===== src/rtl/reorder_pkg.sv =====
// Shared types and address helpers for the double-buffered reorder controller.
package reorder_pkg;

    typedef enum logic [1:0] {
        FREE = 2'd0,
        FULL = 2'd1
    } bank_state_e;

    localparam int NUM_BANKS = 2;

    function automatic int unsigned bank_depth(input int unsigned aw);
        return 32'd1 << (aw - 1);
    endfunction

    // RAM address of an entry: the bank bit sits just above the index bits.
    function automatic int unsigned bank_addr(input logic bank, input int unsigned idx,
                                              input int unsigned aw);
        return ({31'd0, bank} << (aw - 1)) | idx;
    endfunction

endpackage


===== src/rtl/rd_skid2.sv =====
// Two-entry FIFO that absorbs the RAM read latency so reads can stall without
// losing the word already in flight.
module rd_skid2 #(
    parameter int DW = 18
) (
    input  logic          clk,
    input  logic          rst,
    input  logic          push,
    input  logic [DW-1:0] push_data,
    input  logic          pop,
    output logic          head_vld,
    output logic [DW-1:0] head_data,
    output logic [1:0]    occ
);

    logic [DW-1:0] mem [2];
    logic          wr_ptr;
    logic          rd_ptr;
    logic [1:0]    count;
    logic          do_pop;

    assign do_pop = pop & (count != 2'd0);

    always_ff @(posedge clk or posedge rst) begin
        if (rst) begin
            wr_ptr <= 1'b0;
            rd_ptr <= 1'b0;
            count  <= 2'd0;
        end else begin
            if (push)   wr_ptr <= ~wr_ptr;
            if (do_pop) rd_ptr <= ~rd_ptr;
            count <= count + {1'b0, push} - {1'b0, do_pop};
        end
    end

    // NOTE: storage is not reset; count alone decides which entries are meaningful.
    always_ff @(posedge clk) begin
        if (push) mem[wr_ptr] <= push_data;
    end

    assign head_vld  = (count != 2'd0);
    assign head_data = mem[rd_ptr];
    assign occ       = count;

endmodule


===== src/rtl/reorder_bank_ctrl.sv =====
// Double-buffered reorder controller: fills one RAM bank out of order by index
// while the other, completed bank is drained in index order.
module reorder_bank_ctrl
    import reorder_pkg::*;
#(
    parameter int DW = 18,
    parameter int AW = 7
) (
    input  logic          clk,
    input  logic          rst,
    input  logic          in_vld,
    output logic          in_rdy,
    input  logic [AW-2:0] in_idx,
    input  logic [DW-1:0] in_data,
    output logic          out_vld,
    input  logic          out_rdy,
    output logic [DW-1:0] out_data,
    output logic          dup_err,
    output logic          ram_wen,
    output logic [AW-1:0] ram_wr_addr,
    output logic [DW-1:0] ram_wr_data,
    output logic [AW-1:0] ram_rd_addr,
    input  logic [DW-1:0] ram_rd_data
);

    localparam int              IW         = AW - 1;
    localparam int              BANK_DEPTH = int'(bank_depth(AW));
    localparam logic [IW-1:0]   LAST_IDX   = IW'(BANK_DEPTH - 1);

    bank_state_e           bank_st [NUM_BANKS];
    logic                  wbank;
    logic                  rbank;
    logic [BANK_DEPTH-1:0] bitmap;
    logic [IW-1:0]         wr_cnt;
    logic [IW-1:0]         rd_cnt;
    logic                  inflight;

    logic       accept;
    logic       is_dup;
    logic       new_wr;
    logic       wr_done;
    logic       drain;
    logic       pop;
    logic [1:0] occ;
    logic [2:0] fill_lvl;
    logic       issue;
    logic       rd_done;

    // Write side: the bank being filled must be FREE; duplicates are dropped.
    assign in_rdy  = ~rst & (bank_st[wbank] == FREE);
    assign accept  = in_vld & in_rdy;
    assign is_dup  = bitmap[in_idx];
    assign new_wr  = accept & ~is_dup;
    assign wr_done = new_wr & (wr_cnt == LAST_IDX);

    assign ram_wen     = new_wr;
    assign ram_wr_addr = AW'(bank_addr(wbank, 32'(in_idx), AW));
    assign ram_wr_data = in_data;

    // Read side: the slot freed by this cycle's pop counts as available, which
    // keeps a full word per cycle flowing while the consumer is ready.
    assign drain    = (bank_st[rbank] == FULL);
    assign pop      = out_vld & out_rdy;
    assign fill_lvl = {1'b0, occ} - {2'b0, pop} + {2'b0, inflight};
    assign issue    = drain & (fill_lvl < 3'd2);
    assign rd_done  = issue & (rd_cnt == LAST_IDX);

    assign ram_rd_addr = AW'(bank_addr(rbank, 32'(rd_cnt), AW));

    // NOTE: all state updates use <= so every branch sees the pre-edge values.
    always_ff @(posedge clk or posedge rst) begin
        if (rst) begin
            wbank    <= 1'b0;
            rbank    <= 1'b0;
            bitmap   <= '0;
            wr_cnt   <= '0;
            rd_cnt   <= '0;
            inflight <= 1'b0;
            dup_err  <= 1'b0;
            for (int b = 0; b < NUM_BANKS; b++) bank_st[b] <= FREE;
        end else begin
            dup_err  <= accept & is_dup;
            inflight <= issue;

            if (wr_done) begin
                bank_st[wbank] <= FULL;
                wbank          <= ~wbank;
                bitmap         <= '0;
                wr_cnt         <= '0;
            end else if (new_wr) begin
                bitmap[in_idx] <= 1'b1;
                wr_cnt         <= wr_cnt + 1'b1;
            end

            // wbank is always FREE and rbank always FULL, so these never collide.
            if (rd_done) begin
                bank_st[rbank] <= FREE;
                rbank          <= ~rbank;
                rd_cnt         <= '0;
            end else if (issue) begin
                rd_cnt <= rd_cnt + 1'b1;
            end
        end
    end

    rd_skid2 #(
        .DW(DW)
    ) u_skid (
        .clk       (clk),
        .rst       (rst),
        .push      (inflight),
        .push_data (ram_rd_data),
        .pop       (out_rdy),
        .head_vld  (out_vld),
        .head_data (out_data),
        .occ       (occ)
    );

endmodule


===== config.mk =====
export PLATFORM = sky130hd
export DESIGN_NAME = reorder_bank_ctrl
export DESIGN_NICKNAME = d
export VERILOG_FILES = /design/src/rtl/reorder_pkg.sv /design/src/rtl/rd_skid2.sv /design/src/rtl/reorder_bank_ctrl.sv
export SDC_FILE = /design/constraint.sdc
export NUM_CORES = 1
export LEC_CHECK = 0
export CORE_MARGIN = 4
export CORE_UTILIZATION = 40
export DETAILED_ROUTE_END_ITERATION = 6
export GPL_ROUTABILITY_DRIVEN = 0
export PLACE_DENSITY = 0.66
export SKIP_CTS_REPAIR_TIMING = 1
export SLEW_MARGIN = 20
export SYNTH_ARGS = -nofsm -noshare
export SYNTH_HDL_FRONTEND = slang
export SYNTH_HIERARCHICAL = 1
export SYNTH_SLANG_ARGS = --single-unit

===== constraint.sdc =====
create_clock -name clk -period 3.65 [get_ports clk]
set_clock_uncertainty 0.05 [all_clocks]
set_input_delay 0.365 -clock clk [delete_from_list [all_inputs] [get_ports clk]]
set_output_delay 0.365 -clock clk [all_outputs]
set_load 0.02 [all_outputs]

==> metrics.md <==
| Metric | Value |
|---|---|
| Status | completed |
| Router iterations before antenna repair | 4 |
| Post-synthesis cell type count | 57 |
| Final setup viols | 0 |
| Clock power frac | 39.7% |
| Clk root buf | clkbuf_16 |
| Core Box Area | approximately 14000 µm² |
| Grt ovf | 0 |
| Antenna diode count | 0 |
| Die height | 129 µm |
| First-pass GRT wire length | ~20 mm |
| Slew Limit Fails | 0 |
| WS Path Type | input pin to output port |
| Net Switching | 1.07 mW |
| Synthesis-to-layout area growth | 23.0% |
| CTS H-tree depth | 4 |
| Pwr Density | 565 nW/µm² |
| Final Cycle Share | 90.6% |
| FF+latch count, synth | roughly 120 |
| Synth Flop Type | dfrtp_1 |
| Internal power of the cells | slightly below 3 mW |
| Combinational group share of total power | 18.1% |
| Seq pwr share | 42.1% |
| Synthesized Nets | 565 |
| Port Buffer Count | 63 |
| Die W | 129 µm |
| Dpl cell area | 6590 µm² |
| Vias | 4129 |
| Static Leak | about 3.1 nW |
| CP startpoint kind | input pin |
| Initial antenna violation count | 0 |
| Die ar. | 16600 µm² |
| # DRC | 0 |
| Final wirelength | around 13 mm |
| Critical Path RT | 3230 ps |
| Number of synthesized flops with an enable pin | 36 |
| Post-Syn Area per Cell | 11.4 µm² |
| WL per Instance | 16.5 µm |
| Netlist Area Pre-Place | 5820 µm² |
| Max Fclk | ~0.30 GHz |
| Nets | 624 |
| Adder-Cell Fraction of Synth Area | 1.42% |
| Post-synthesis compound-gate area fraction | roughly an eighth |
| Antenna-violating nets left | 0 |
| Synthesized instance count | 513 |
| Top Ports | 100 |
| CTS tree | done |
| Worst Path Arrival | ~2900 ps |
| Hpwl dp | ~8.5 mm |
| Fraction of layout cells with a size suffix above 1 | 16.6% |
| Slew @ Worst Pin | 952 ps |
| Power Total | 4.05 mW |
| Filler cell count | 1258 |
| Async SR Flop Fraction | ~71% |
| Max IR drop VDD | 0.000312 V |
| Initial DRC Count | 324 |
| Relative slew slack | 36.0% |
| Tightest Hold Check Type | input pin to asynchronous set/reset pin |
| DR vias/cell | 5.40 |
| Number of max-cap violations | 0 |
| Synth Area in XOR/XNOR | 1.80% |
| Largest net degree at the start of global routing | 85 |
| Vias in the first global route | 4086 |
| Worst r2r src | u_skid/occ[1]$_DFF_PP0_ |
| Final hold violation count | 0 |
| Largest family of logic cells by synthesized area | compound AO/OA/AOI/OAI gates |
| Mux cell area share after synthesis | 8.16% |
| RSZ-0062 raised after global routing | no |
| Critical path startpoint | in_idx[1] |
| Warnings from Yosys | 6 |
| Seq/Total Area, Yosys | 56.4% |
| Clk buf depth | 2 |
| Min Tclk post-route | between 3000 and 4000 ps |
| Clk slew on worst S/H paths | 50 ps |
| Synth Area in Simple Gates | 12.3% |
| CP max FO | 25 |
| Site row count | 43 |
| CTS Buf Count | 17 |
| CTS Sinks | 124 |
| Net Sw Frac | 26.4% |
| Tot GR Track Use | between 10% and 20% |
| Initial Util | between 40% and 50% |
| Worst skew pair latency | 410 ps |
| Post-route cell area | 7160 µm² |
| Critical path endpoint category | output port |
power by group through the flow:
stage / Combinational [mW] / Sequential, mW / Clock (mW)
6_report: 0.734 / 1.71 / 1.61
5_1_grt: 0.804 / 1.73 / 1.72
4_1_cts: 0.743 / 1.71 / 1.65
3_5_place_dp: 0.739 / 1.73 / 0
3_3_place_gp: 0.715 / 1.73 / 0
2_1_floorplan: 0.589 / 1.66 / 0
through the flow:
stage / hold slack (ps) / util, % / setup slack (ps) / TNS [ps] / cells
2_1_floorplan: 81.1 / - / 596 / 0 / 513
3_3_place_gp: 338 / 46.7 / -0.126 / -0.126 / 733
3_5_place_dp: 350 / 46.7 / -37.2 / -37.2 / 733
4_1_cts: 223 / 50.8 / -39.8 / -39.8 / 765
5_1_grt: 246 / 50.8 / 246 / 0 / 765
6_report: 242 / 50.8 / 344 / 0 / 765
sequential cells by signal (all words and copies together), names as in the netlist:
name / flops
bitmap: 64
u_skid/mem: 36
rd_cnt: 6
wr_cnt: 6
bank_st: 4
u_skid/occ: 2
dup_err: 1
inflight: 1
rbank: 1
u_skid/rd_ptr: 1
u_skid/wr_ptr: 1
wbank: 1
cells by family after synthesis:
family	after synthesis
AO/OA/AOI/OAI	115
XOR/XNOR	12
adder cells (fa/ha/maj)	6
buffers and inverters	65
flip-flops	124
multiplexers	40
AND/OR/NAND/NOR	151
synth_stat cells, types with 3 or more instances:
master | n | area, µm²
ha_1 | 5 | 62.6
inv_1 | 11 | 41.3
mux2i_1 | 10 | 100
buf_2 | 7 | 35.0
o211ai_1 | 3 | 22.5
nand3b_1 | 6 | 45.0
a31oi_1 | 24 | 150
nand2b_1 | 4 | 25.0
buf_4 | 27 | 203
o21ai_0 | 9 | 45.0
and3_1 | 9 | 56.3
mux2_4 | 10 | 150
xor2_1 | 5 | 43.8
nor3_1 | 10 | 50.1
a22oi_1 | 5 | 37.5
nand3_1 | 4 | 20.0
nor3b_1 | 4 | 30.0
nand4_1 | 3 | 18.8
mux2_2 | 19 | 214
clkbuf_1 | 9 | 33.8
buf_6 | 9 | 101
nand2_1 | 8 | 30.0
nor2_1 | 85 | 319
a21oi_1 | 48 | 240
edfxtp_1 | 36 | 1080
a221oi_1 | 3 | 26.3
and2_1 | 4 | 25.0
dfrtp_1 | 88 | 2200
a211oi_1 | 4 | 30.0
nor2b_1 | 8 | 50.1
xnor2_1 | 7 | 61.3
worst paths after layout:
path                                           end  slack (ps)  depth (start not counted)
min                        u_skid/occ[0]$_DFF_PP0_         240                          2
max reg2reg                      rbank$_DFFE_PP0N_         560                         10
min reg2reg                   bank_st[3]$_DFF_PP0_         360                          0
max                                        ram_wen         340                          9
max in group asynchronous   bitmap[19]$_DFFE_PP0P_        2430                          3
min in group clk              bank_st[3]$_DFF_PP0_         360                          0
critical path: stages:
cell and delay [ps]:
clkdlybuf4s50_1 530, buf_12 190, or3b_2 130, a21oi_1 50, o41ai_1 570, nand2_1 160, or4_4 600, inv_1 70
dlymetal6s2s_1 220
layer usage:
layer | part of all wire [%] | up-vias | global-route usage, %
met3 | 5.9 | 19 | 4.36
met1 | 46 | 2036 | 21.2
met2 | 46 | 136 | 24.0
li1 | - | 1938 | -
met4 | 1.6 | 0 | 6.11
met5 | 0 | - | 0
layout by cell type (no fill, tap or decap), drive strengths merged, types with 7 or more instances in the layout:
cell / n
clkbuf: 20
and3: 9
o21ai: 9
nor2: 86
nand2: 8
a21oi: 48
edfxtp: 36
dfrtp: 88
clkinv: 7
inv: 10
a31oi: 24
nor2b: 8
mux2i: 10
clkdlybuf4s50: 62
mux2: 30
buf: 31
xnor2: 7
nor3: 10
area by class of cell:
| class | instances | area (µm²) | share of cell area [%] |
|---|---|---|---|
| clock buffer | 20 | 447 | 6.23 |
| clock inverter | 12 | 124 | 1.73 |
| inverter | 11 | 45.0 | 0.629 |
| multi-input combinational | 324 | 2110 | 29.4 |
| sequential | 124 | 3280 | 45.8 |
| tap | 180 | 225 | 3.14 |
| timing repair buffer | 94 | 932 | 13.0 |
Note: power is estimated with default switching activity, not from simulation.
